<file path="config.mk">
export PLATFORM = sky130hd
export DESIGN_NAME = serial_adder
export DESIGN_NICKNAME = d
export VERILOG_FILES = /design/src/rtl/serial_adder_pkg.sv /design/src/rtl/fullAdder.sv /design/src/rtl/serial_adder.sv
export SDC_FILE = /design/constraint.sdc
export NUM_CORES = 1
export LEC_CHECK = 0
export ABC_AREA = 1
export CORE_MARGIN = 2
export CORE_UTILIZATION = 29
export CTS_CLUSTER_SIZE = 10
export DETAILED_ROUTE_END_ITERATION = 12
export MAX_ROUTING_LAYER = met4
export SKIP_CTS_REPAIR_TIMING = 1
export SYNTH_ARGS = -nofsm -noshare
export SYNTH_HDL_FRONTEND = slang
export SYNTH_HIERARCHICAL = 1
export SYNTH_SLANG_ARGS = --single-unit
</file>
<file path="constraint.sdc">
create_clock -name clk -period 1.2 [get_ports clk]
set_input_delay 0.3 -clock clk [delete_from_list [all_inputs] [get_ports clk]]
set_output_delay 0.3 -clock clk [all_outputs]
set_load 0.005 [all_outputs]
</file>
<file path="src/rtl/serial_adder_pkg.sv">
// Shared state encoding and default operand width for the serial_adder block.
package serial_adder_pkg;

  localparam int DEFAULT_WIDTH = 8;

  typedef enum logic [1:0] {
    ST_IDLE  = 2'd0,
    ST_SHIFT = 2'd1,
    ST_DONE  = 2'd2
  } state_t;

endpackage

</file>
<file path="src/rtl/fullAdder.sv">
// One-bit full adder cell used as the bit-slice datapath of serial_adder.
module fullAdder (
  input  logic a,
  input  logic b,
  input  logic c_in,
  output logic sum,
  output logic carry
);

  assign sum   = a ^ b ^ c_in;
  assign carry = (a & b) | (c_in & (a ^ b));

endmodule

</file>
<file path="src/rtl/serial_adder.sv">
// Bit-serial WIDTH-bit adder wrapping one fullAdder cell, LSB first, one bit per clock.
// Optional signed-overflow output is enabled by defining SERIAL_ADDER_OVF_EN.
module serial_adder
  import serial_adder_pkg::*;
#(
  parameter int WIDTH = DEFAULT_WIDTH
) (
  input  logic             clk,
  input  logic             rst_n,
  input  logic             start,
  input  logic [WIDTH-1:0] op_a,
  input  logic [WIDTH-1:0] op_b,
  input  logic             c_in,
  output logic             busy,
  output logic             done,
  output logic [WIDTH-1:0] sum,
  output logic             c_out
`ifdef SERIAL_ADDER_OVF_EN
  ,
  output logic             overflow
`endif
);

  localparam int CNT_W = $clog2(WIDTH + 1);
  localparam logic [CNT_W-1:0] LAST_BIT = CNT_W'(WIDTH - 1);

  state_t           state;
  state_t           state_nxt;
  logic [WIDTH-1:0] shift_a;
  logic [WIDTH-1:0] shift_b;
  logic             carry;
  logic [CNT_W-1:0] cnt;
  logic             bit_sum;
  logic             bit_carry;
  logic             accept;
  logic             last_bit;

  // A new request is taken from IDLE or DONE, which gives back-to-back operation.
  assign accept   = start && ((state == ST_IDLE) || (state == ST_DONE));
  assign last_bit = (state == ST_SHIFT) && (cnt == LAST_BIT);

  fullAdder u_bit (
    .a     (shift_a[0]),
    .b     (shift_b[0]),
    .c_in  (carry),
    .sum   (bit_sum),
    .carry (bit_carry)
  );

  always_ff @(posedge clk or negedge rst_n) begin
    if (!rst_n) begin
      state <= ST_IDLE;
    end else begin
      state <= state_nxt;
    end
  end

  always_comb begin
    state_nxt = state;
    unique case (state)
      ST_IDLE:  if (start) state_nxt = ST_SHIFT;
      ST_SHIFT: if (last_bit) state_nxt = ST_DONE;
      ST_DONE:  state_nxt = start ? ST_SHIFT : ST_IDLE;
      default:  state_nxt = ST_IDLE;
    endcase
  end

  always_comb begin
    busy = (state == ST_SHIFT);
    done = (state == ST_DONE);
  end

  always_ff @(posedge clk or negedge rst_n) begin
    if (!rst_n) begin
      shift_a <= '0;
      shift_b <= '0;
      carry   <= 1'b0;
      cnt     <= '0;
      sum     <= '0;
      c_out   <= 1'b0;
    end else if (accept) begin
      shift_a <= op_a;
      shift_b <= op_b;
      carry   <= c_in;
      cnt     <= '0;
    end else if (state == ST_SHIFT) begin
      shift_a <= {1'b0, shift_a[WIDTH-1:1]};
      shift_b <= {1'b0, shift_b[WIDTH-1:1]};
      carry   <= bit_carry;
      cnt     <= cnt + CNT_W'(1);
      sum     <= {bit_sum, sum[WIDTH-1:1]};
      if (last_bit) begin
        c_out <= bit_carry;
      end
    end
  end

`ifdef SERIAL_ADDER_OVF_EN
  // On the MSB slice the stored carry is the carry into the sign bit.
  always_ff @(posedge clk or negedge rst_n) begin
    if (!rst_n) begin
      overflow <= 1'b0;
    end else if (last_bit) begin
      overflow <= carry ^ bit_carry;
    end
  end
`endif

endmodule

</file>
== Word level (Yosys, flattened, before mapping) ==
Cells that the tools add are included.
Storage, ports and cells
  register bits: 32
  output and inout bits: 11
Cells by class
  $add $sub $neg: 1
  eq/ne operators: 5
  multiplexer cells: 12
  bitwise operators: 6
  reduce and logical (&&, ||, !) cells: 8
Operators with widths (number)
  two-way mux 8 bit: 4
  two-way mux 4 bit: 2
  case mux 2 bit (3 select lines): 1
  adder 4 x 1 -> 4 bit, second input constant: 1
  == test 4 x 3 -> 1 bit, second input constant: 1
  two-way mux 2 bit: 2
  AND reduction 2 bit: 2
  two-way mux 1 bit: 3
  AND reduction 3 bit: 1
  AND 1 bit: 2
  == test 2 x 1 -> 1 bit, second input constant: 1
  == test 2 bit, second input constant: 1
  logical AND 1 bit: 2
  zero test 2 bit: 1
  != test 2 x 1 -> 1 bit, second input constant: 1
  != test 2 bit, second input constant: 1
  nonzero test 2 bit: 1
  XOR 1 bit: 2
  logical OR 1 bit: 1
  inverter 1 bit: 1
  bitwise OR 1 bit: 1

== Longest topological paths before layout ==
Gate-level depths: netlist of run 1.
  depth after elaboration: 5
  mapped depth: 7
  gate-level depth less buffers: 6

== Hierarchy ==
Netlist of run 1, hierarchy kept.
Modules (own cells, without submodules)
  serial_adder: instances 1, cells an instance 195, area an instance 1480.2 um^2
  fullAdder: instances 1, cells an instance 1, area an instance 20.0 um^2

== Worst setup path after synthesis of run 1 ==
No wires, ideal clock.
  kind: register -> output
  start point: register state[0]
  end point: output port busy
  data arrival time: 0.815 ns
  required time: 0.900 ns
  setup slack: 0.085 ns
  cell stages (with the launch flop): 4
  buffers on the path: 1
  cell sequence: dfrtp_1 inv_2 nor2_2 buf_2
Between the ends
  word-level cells in the longest chain between the ends: 1
RTL lines
  from (decl): line serial_adder.sv:27  | state_t state;
  from (signal assigned): line serial_adder.sv:54  | state <= state_nxt;
  == test 2 x 1 -> 1 bit: line serial_adder.sv:69  | busy = (state == ST_SHIFT);
  to (decl): line serial_adder.sv:14  | output logic busy,
No other way between the ends.

== Worst setup path in the final report of run 1 ==
Same ends and word-level chain as after synthesis.

==> summary.txt, run 1 <==
Detailed routing
  – DRC viols: 0
  – Vias: around 1300
  – Drt pass-1 iters: 4
  – Vias per Instance: ~4
  – Final ANT Viol Nets: 0
  – Final wirelength: about 3400 um
  – DR iter-0 viols: 63
  – Wire per inst: roughly 11 um

Worst setup path
  – R2R setup slack: -0.06 ns
  – Nature of the critical path endpoint: output pin
  – R2R depth: 9
  – Startpoint types: register
  – Slowest-stage cell, CP: dfrtp_1
  – Crit-path max FO: 3
  – Max incr delay on CP: approximately 0.40 ns
  – Req. time, crit path: ~0.9 ns
  – Arrival time worst endpoint: 0.97 ns
  – Worst r2r src: state[0]
  – CP Capture Point: busy
  – Worst setup path start: state[0]
  – Crit-path cells: inv_2 > nor2_2 > buf_2
  – WS Path Type: register to output pin
  – RR Endpoint: shift_a[5]

Timing
  – RSZ-0062 raised after global routing: yes
  – Final min period: ~1.3 ns
  – Least-Margin Pin Slew: 0.2248 ns
  – Worst Skew: between 0.007 and 0.008 ns
  – Fmax: a little under 800 MHz
  – Fin. Hold Viols: 0
  – Post-route setup slack: -0.06528 ns
  – Tcrit/Tclk final: 105.4%
  – Max Slew Vio Count: 0
  – Setup violators final: 19
  – Slew margin rel.: between 80% and 90%

Outcome
  – Violated checks: negative setup slack
  – Status: finished with violations

Die
  – I/O pin total: 31
  – Die Span X: between 70 and 80 um
  – Core area: about 5000 um^2
  – DIE AREA: roughly 5800 um^2
  – FP Rows: 26
  – Die H: about 76 um
  – Starting density of the core: between 20% and 30%

Synthesis
  – Post-Syn Nets: around 220
  – Yosys warns: 6
  – Syn Area/Cell: 7.654 um^2
  – Mapped Cells: 196
  – Flops & latches, synth: 32
  – Post-synthesis cell area: roughly 1500 um^2
  – Synth unique cells: 17
  – Register area share after synthesis: 53.38%

Clock network
  – CTS Sinks: 32
  – Root Driver: clkbuf_8
  – Max Root-Sink Buffers: 2
  – Num CTS Buffers: 5
  – Clock input transition at the sequential cells of the worst setup and hold paths: 0.07 ns
  – Worst-Skew Late Latency: 0.29 ns
  – CTS tree: done
  – H-tree depth: 2

Global routing
  – First-pass GRT wire length: about 5600 um
  – Largest net degree at the start of global routing: 33
  – Gr ovfl total: 0
  – Vias in the first global route: between 1000 and 1500
  – Total track usage: between 10% and 20%
  – Initial antenna violation count: 0

Run
  – Max cap viols: 0

Final layout
  – Layout Cells excl Fill: 322
  – Antenna Diode Count: 0
  – Layout cells sized above 1: 28.17%
  – Nets@finish: between 200 and 300
  – Filler Cell Count: between 400 and 500
  – Area Overhead vs Synth: 60.72%

Placed design
  – Post-Place Worst Slack: -0.2229 ns
  – Inst Count DP: 304
  – Detailed placement HPWL: about 2200 um
  – Number of buffers added on ports: 30
  – GP Congestion: roughly 0.74

Hold path
  – Worst Hold Class: input pin to asynchronous set/reset pin

Power
  – Worst vdd ir: about 1000 uV
  – PwrDens: between 2000 and 2500 nW/um^2
  – Leakage power: around 0.0014 uW
## cell usage in the layout (no fill, tap or decap), types with 2 or more instances in the layout
cell type / count
buf_12: 3
buf_4: 13
buf_6: 5
clkbuf_16: 2
clkbuf_8: 5
clkdlybuf4s50_1: 18
dfrtp_1: 32
dlymetal6s2s_1: 10
inv_1: 28
inv_2: 2
nand2_1: 72
nand2_2: 14
nand2_4: 4
nand2_8: 2
nand3_1: 5
nand3_2: 7
nor2_1: 3
nor2_2: 2
o21ai_0: 10
## critical path, delay by kind of cell, from the launching register on
kind,cells,cell delay (ns)
buffers and inverters,2,0.18
DFF,1,0.40
and+or+nand+nor,1,0.10
## cell usage after synthesis
master,count,area (um^2)
inv_2,2,7.510
or2_2,1,6.260
fa_1,1,20.02
nand2_2,2,12.51
nand2_1,90,337.8
nand3_1,12,60.06
inv_1,29,108.9
ha_1,1,12.51
o21ai_0,12,60.06
buf_2,4,20.02
clkbuf_1,1,3.750
nor2_2,2,12.51
dfrtp_1,32,800.8
nor2_1,4,15.01
nand4_1,1,6.260
buf_6,1,11.26
a21oi_1,1,5.000
## report_power, final
| part | total [uW] | internal [uW] | switching, uW | leakage (uW) |
|---|---|---|---|---|
| Clock | 1040 | 614 | 423 | 0.0000541 |
| Combinational | 3040 | 1560 | 1470 | 0.000912 |
| Sequential | 1860 | 1560 | 304 | 0.000404 |
## worst min-delay path by stage
stage / from / to / slack, ns / depth (start not counted)
global placement: shift_a[7] / shift_a[7] / 0.46 / 2
finish: rst_n / sum[1] / 0.37 / 2
CTS: rst_n / sum[0] / 0.38 / 2
floorplan: rst_n / c_out / 0.004 / 0
detailed placement: shift_a[7] / shift_a[7] / 0.46 / 2
global route: rst_n / sum[0] / 0.40 / 2
## logic make-up (layout without fill, tap and decap cells)
group / count (synthesis) / count (layout) / share of synthesized area, %
AO/OA/AOI/OAI: 13 / 13 / 4.337
adder cells (fa/ha/maj): 2 / 2 / 2.168
buffers and inverters: 37 / 93 / 10.09
flip-flops: 32 / 32 / 53.38
AND/OR/NAND/NOR: 112 / 112 / 30.02
## layer usage
| metal | GRT usage [%] | up-vias | wire [um] |
|---|---|---|---|
| met5 | - | - | 0 |
| met4 | 4.364 | 0 | 36 |
| met3 | 3.810 | 4 | 145 |
| met2 | 19.55 | 27 | 1729 |
| met1 | 14.94 | 603 | 1531 |
| li1 | - | 690 | - |
## layout make-up
cell class | count | area (um^2) | share of cell area [%]
tap | 70 | 87.58 | 3.633
clock buffer | 5 | 68.82 | 2.854
clock inverter | 3 | 42.54 | 1.764
inverter | 31 | 123.9 | 5.138
multi-input combinational | 127 | 693.2 | 28.75
timing repair buffer | 54 | 594.3 | 24.65
sequential | 32 | 800.8 | 33.21
## state kept, by name, summed over array words and instances (netlist names)
register  count
c_out         1
carry         1
shift_a       8
state         2
sum           8
shift_b       8
cnt           4
## through the flow
| stage | utilization (%) | hold WS, ns | setup TNS [ns] | instance area (um^2) | power [uW] |
|---|---|---|---|---|---|
| 2_1_floorplan | - | 0.004409 | 0 | 1500 | 3085 |
| 3_3_place_gp | 39.58 | 0.4602 | -4.265 | 1996 | 4050 |
| 3_5_place_dp | 39.58 | 0.4627 | -4.398 | 1996 | 4097 |
| 4_1_cts | 41.79 | 0.3760 | -3.207 | 2107 | 5155 |
| 5_1_grt | 47.82 | 0.3985 | -1.980 | 2411 | 6433 |
| 6_report | 47.82 | 0.3717 | -0.6401 | 2411 | 5936 |
No activity file was read; power rests on OpenSTA's default activity.
==> run 2, diff against run 1 <==
--- a/config.mk
+++ b/config.mk
@@ -10,6 +10,7 @@
 export CORE_UTILIZATION = 29
 export CTS_CLUSTER_SIZE = 10
 export DETAILED_ROUTE_END_ITERATION = 12
+export GPL_TIMING_DRIVEN = 0
 export MAX_ROUTING_LAYER = met4
 export SKIP_CTS_REPAIR_TIMING = 1
 export SYNTH_ARGS = -nofsm -noshare
==> run 2 against run 1 <==
Against the previous run:
- count of clock-buffer cells in the layout up 1
- final cell count unchanged
- the run still ends with negative setup slack left
- sequential power about the same
- fmax down 11%
- non-clock buffer count unchanged
==> summary.txt, run 2 (synthesis gave the netlist of run 1 again) <==
Outcome
  – Status: finished with violations
  – Violated checks: negative setup slack

Worst setup path
  – Max incr delay on CP: ~0.4 ns
  – Worst r2r src: state[0]
  – Req. time, crit path: roughly 0.9 ns
  – Nature of the critical path endpoint: output pin
  – Slowest-stage cell, CP: dfrtp_2
  – Most used cell, CP: buf_6
  – RR Endpoint: shift_a[1]
  – Startpoint types: register
  – R2R depth: 7
  – Crit-path max FO: 4
  – CP delay by family, top: flip-flops
  – Worst Path Buf+Inv: 3
  – R2R setup slack: -0.06 ns
  – Arrival time worst endpoint: 1.12 ns
  – WS Path Type: register to output pin
  – Crit-path cells: inv_2 > nor2_4 > buf_6 > buf_6

Final layout
  – Leading cell type in the layout, fill and taps excluded: nand2_1
  – Antenna Diode Count: 0
  – Storage cell area: ~800 um^2
  – Commonest cells after routing, fill and taps aside: nand2_1 (89), dfrtp_1 (31), inv_1 (28)
  – Area Overhead vs Synth: 46.29%
  – Regs by FF count: shift_a: 8 flops, shift_b: 8 flops, sum: 8 flops
  – Layout cells sized above 1: around 17%
  – Area of the multi-input gates: 570.5 um^2
  – Nets@finish: approximately 270
  – Filler Cell Count: 529

Power
  – Switching part of the total: between 30% and 40%
  – Net switching power: 1943 uW
  – Leakage power: 0.001300 uW
  – Logic gate share of total power: 46.2%
  – Sequential share of power: between 30% and 40%
  – Internal: between 3000 and 4000 uW
  – Clk network pwr share: 19.3%
  – Worst vdd ir: 898.0 uV
  – PwrDens: between 2000 and 2500 nW/um^2
  – Pwr Total: 5358 uW

Timing
  – Fin. Hold Viols: 0
  – Slew margin rel.: 52.10%
  – Worst Skew: just over 0.004 ns
  – Final min period: ~1.4 ns
  – RSZ-0062 raised after global routing: yes
  – Fmax: 703.3 MHz
  – Tcrit/Tclk final: 118.5%
  – Setup violators final: 13
  – Least-Margin Pin Slew: a little over 0.7 ns
  – Max Slew Vio Count: 0
  – Post-route setup slack: -0.2219 ns

Detailed routing
  – Final wirelength: ~3500 um
  – DRC viols: 0
  – Drt pass-1 iters: 4
  – DR iter-0 viols: 56
  – Vias per Instance: 4.196
  – Vias: around 1400
  – Final ANT Viol Nets: 0
  – Wire per inst: 10.86 um

Global routing
  – Vias in the first global route: roughly 1300
  – Initial antenna violation count: 0
  – Largest net degree at the start of global routing: 33
  – Total track usage: approximately an eighth
  – Gr ovfl total: 0
  – First-pass GRT wire length: around 5700 um

Placed design
  – Post-Place Worst Slack: -0.6088 ns
  – Number of buffers added on ports: 30
  – GP Congestion: between 0.7 and 0.8
  – Detailed placement HPWL: between 2000 and 2500 um

Die
  – FP Rows: 26
  – I/O pin total: 31
  – Die H: roughly 76 um
  – Core area: ~5000 um^2
  – Starting density of the core: between 20 and 30%
  – DIE AREA: ~5800 um^2
  – Die Span X: between 70 and 80 um

Clock network
  – CTS tree: done
  – Worst-Skew Late Latency: between 0.2 and 0.3 ns
  – Max Root-Sink Buffers: 2
  – CTS Sinks: 32
  – Clock input transition at the sequential cells of the worst setup and hold paths: around 0.07 ns
  – H-tree depth: 2
  – Root Driver: clkbuf_8
  – Num CTS Buffers: 5

Hold path
  – Worst Hold Class: input pin to asynchronous set/reset pin

Run
  – Max cap viols: 0
run 2: stage by stage:
step | instance area [um^2] | util [%] | cells | hold WS (ns) | setup TNS, ns
after CTS | 1991 | 39.48 | 304 | 0.09803 | -6.652
after detailed placement | 1883 | 37.34 | 296 | 0.4060 | -9.802
final | 2195 | 43.52 | 322 | 0.06598 | -0.8129
after floorplan | 1500 | - | 196 | 0.004409 | 0
after global placement | 1888 | 37.44 | 296 | 0.4586 | -36.75
after global routing | 2195 | 43.52 | 322 | 0.1178 | -2.076
run 2: worst max-delay path by stage:
stage | start | to | slack, ns | depth (start not counted)
after global routing | state[0] | busy | -0.29 | 4
after CTS | state[0] | busy | -0.92 | 4
final | state[0] | busy | -0.22 | 4
after global placement | rst_n | shift_b[2] | -0.84 | 1
after floorplan | state[0] | busy | 0.09 | 3
after detailed placement | state[0] | busy | -0.61 | 4
run 2: layer usage:
metal | track usage, % | share of wire [%]
met1 | 14.67 | 45
met5 | - | 0
met2 | 20.45 | 49
met3 | 5.119 | 4.3
met4 | 5.091 | 0.77
run 2: layout make-up:
class | count | area share, %
well taps | 70 | 3.991
clock inverters | 2 | 1.596
plain buffers | 6 | 2.452
multi-input cells | 127 | 26.00
inverters | 31 | 5.302
repair buffers | 48 | 20.81
clock buffers | 6 | 3.307
flip-flops and latches | 32 | 36.55
run 2: power groups by stage:
stage / Clock [uW] / Sequential, uW / Combinational, uW
after global placement: 0 / 1850 / 1950
after CTS: 1050 / 1860 / 2010
final: 1030 / 1850 / 2480
after detailed placement: 0 / 1880 / 1990
after global routing: 1110 / 1900 / 2830
after floorplan: 0 / 1830 / 1260
==> run 3, diff against run 2 <==
--- a/config.mk
+++ b/config.mk
@@ -6,12 +6,15 @@
 export NUM_CORES = 1
 export LEC_CHECK = 0
 export ABC_AREA = 1
+export CELL_PAD_IN_SITES_DETAIL_PLACEMENT = 0
+export CELL_PAD_IN_SITES_GLOBAL_PLACEMENT = 1
 export CORE_MARGIN = 2
-export CORE_UTILIZATION = 29
+export CORE_UTILIZATION = 33
 export CTS_CLUSTER_SIZE = 10
 export DETAILED_ROUTE_END_ITERATION = 12
 export GPL_TIMING_DRIVEN = 0
 export MAX_ROUTING_LAYER = met4
+export PLACE_DENSITY_LB_ADDON = 0.1
 export SKIP_CTS_REPAIR_TIMING = 1
 export SYNTH_ARGS = -nofsm -noshare
 export SYNTH_HDL_FRONTEND = slang
==> run 3 against run 2 <==
Against the previous run:
- the run still ends with negative setup slack left
- die area shrank 12%
- utilization grew 7.6 points
- combinational power grew 4%
- fmax shrank 1.9%
- first-iteration DRC count grew 39%
- hold slack gained 0.010 ns
- routed wire length grew 4.0%
- clock power grew 11%
- final area grew 1.5%
- total power grew 3.8%
- non-clock buffer count shrank 2
- global-route usage grew 2.4 points
- largest cell class unchanged
- largest power group unchanged
- highest routed layer unchanged
==> summary.txt, run 3 (synthesis gave the netlist of run 1 again) <==
Worst setup path
  – Startpoint types: register
  – WS Path Type: register to output pin
  – Req. time, crit path: 0.90 ns
  – Nature of the critical path endpoint: output pin
  – Arrival time worst endpoint: roughly 1.2 ns
  – Crit-path max FO: 6

Final layout
  – Nets@finish: 271
  – Leading cell type in the layout, fill and taps excluded: nand2_1
  – Filler Cell Count: ~430
  – Commonest cells after routing, fill and taps aside: nand2_1 (87), dfrtp_1 (32), inv_1 (29)
  – Layout cells sized above 1: 18.40%
  – Layout Cells excl Fill: 302
  – Final core utilization: between 50% and 60%
  – Antenna Diode Count: 0
  – Area of the multi-input gates: 605.6 um^2
  – Regs by FF count: shift_a: 8 flops, shift_b: 8 flops, sum: 8 flops
  – Area Overhead vs Synth: 48.46%
  – Storage cell area: roughly 800 um^2

Timing
  – Final min period: about 1.4 ns
  – Tcrit/Tclk final: 120.8%
  – Max Slew Vio Count: 0
  – RSZ-0062 raised after global routing: yes
  – Least-Margin Pin Slew: between 0.7 and 0.8 ns
  – Total Neg Setup Slack: -0.4239 ns
  – Fin. Hold Viols: 0
  – Fmax: 690.0 MHz
  – Post-route setup slack: -0.2493 ns
  – Worst Skew: between 0.009 and 0.01 ns
  – Hold slack: roughly 0.076 ns
  – Setup violators final: 8
  – Slew margin rel.: between 50% and 60%

Global routing
  – Total track usage: 15.25%
  – Largest net degree at the start of global routing: 33
  – Initial antenna violation count: 0
  – First-pass GRT wire length: between 5000 and 6000 um
  – Gr ovfl total: 0
  – Vias in the first global route: roughly 1300

Clock network
  – H-tree depth: 2
  – Worst-Skew Late Latency: approximately 0.29 ns
  – Root Driver: clkbuf_8
  – CTS Sinks: 32
  – Clock input transition at the sequential cells of the worst setup and hold paths: around 0.07 ns
  – CTS tree: done
  – Num CTS Buffers: 5
  – Max Root-Sink Buffers: 2

Power
  – Leakage power: about 0.0013 uW
  – Worst vdd ir: 945.6 uV
  – PwrDens: 2497 nW/um^2

Placed design
  – Number of buffers added on ports: 30
  – GP Congestion: roughly 0.73
  – Inst Count DP: approximately 280
  – Detailed placement HPWL: around 2300 um
  – Post-Place Worst Slack: -0.6317 ns

Die
  – Die H: approximately 71 um
  – FP Rows: 24
  – I/O pin total: 31
  – Die Span X: 71.43 um
  – DIE AREA: 5102 um^2
  – Core area: ~4400 um^2
  – Starting density of the core: about a third

Detailed routing
  – Drt pass-1 iters: 4
  – DRC viols: 0
  – Final ANT Viol Nets: 0
  – DR iter-0 viols: 78
  – Wire per inst: 12.04 um
  – Vias per Instance: between 4 and 5
  – Final wirelength: approximately 3600 um
  – Vias: about 1400

Hold path
  – Worst Hold Class: input pin to asynchronous set/reset pin

Outcome
  – Status: finished with violations
  – Violated checks: negative setup slack

Run
  – Max cap viols: 0
## run 3: layout make-up
cell class	count	area share, %
Inverter	31	5.449
Timing Repair Buffer	47	20.62
Clock buffer	7	4.326
Multi-Input combinational cell	127	27.19
Buffer	5	2.191
Tap cell	52	2.921
Clock inverter	1	1.348
Sequential cell	32	35.95
## run 3: metal layers
layer / up-vias / part of all wire (%) / track usage (%) / wire, um
met5: - / 0 / - / 0
met4: 0 / 1.4 / 5.660 / 52
met3: 7 / 3.7 / 4.219 / 136
met2: 23 / 50 / 24.07 / 1800
met1: 637 / 45 / 18.71 / 1645
li1: 689 / - / - / -
## run 3: through the flow
step / area (um^2) / total power, uW
finish: 2227 / 5562
global placement: 1866 / 3808
global route: 2227 / 6058
detailed placement: 1861 / 3894
CTS: 1987 / 5067
floorplan: 1500 / 3085
## run 3: path summary, 6_finish.rpt
kind                            start          to  slack [ns]  cells after the start
max                          state[1]        busy       -0.25                      4
min                             rst_n      sum[5]        0.08                      1
max reg2reg                  state[0]  shift_a[1]       -0.03                      6
min reg2reg                shift_b[4]  shift_b[4]        0.48                      2
max in group asynchronous       rst_n       carry        0.65                      1
min in group clk           shift_b[4]  shift_b[4]        0.48                      2
## run 3: report_power, final
group          internal [uW]  switching [uW]
registers               1560             288
logic                   1260            1320
clock network            732             404
## run 3: critical path, cell delays in order, from the launching register on
cell and delay (ns):
dfrtp_1 0.38, buf_4 0.14, nor2_4 0.13, buf_6 0.14, buf_6 0.09
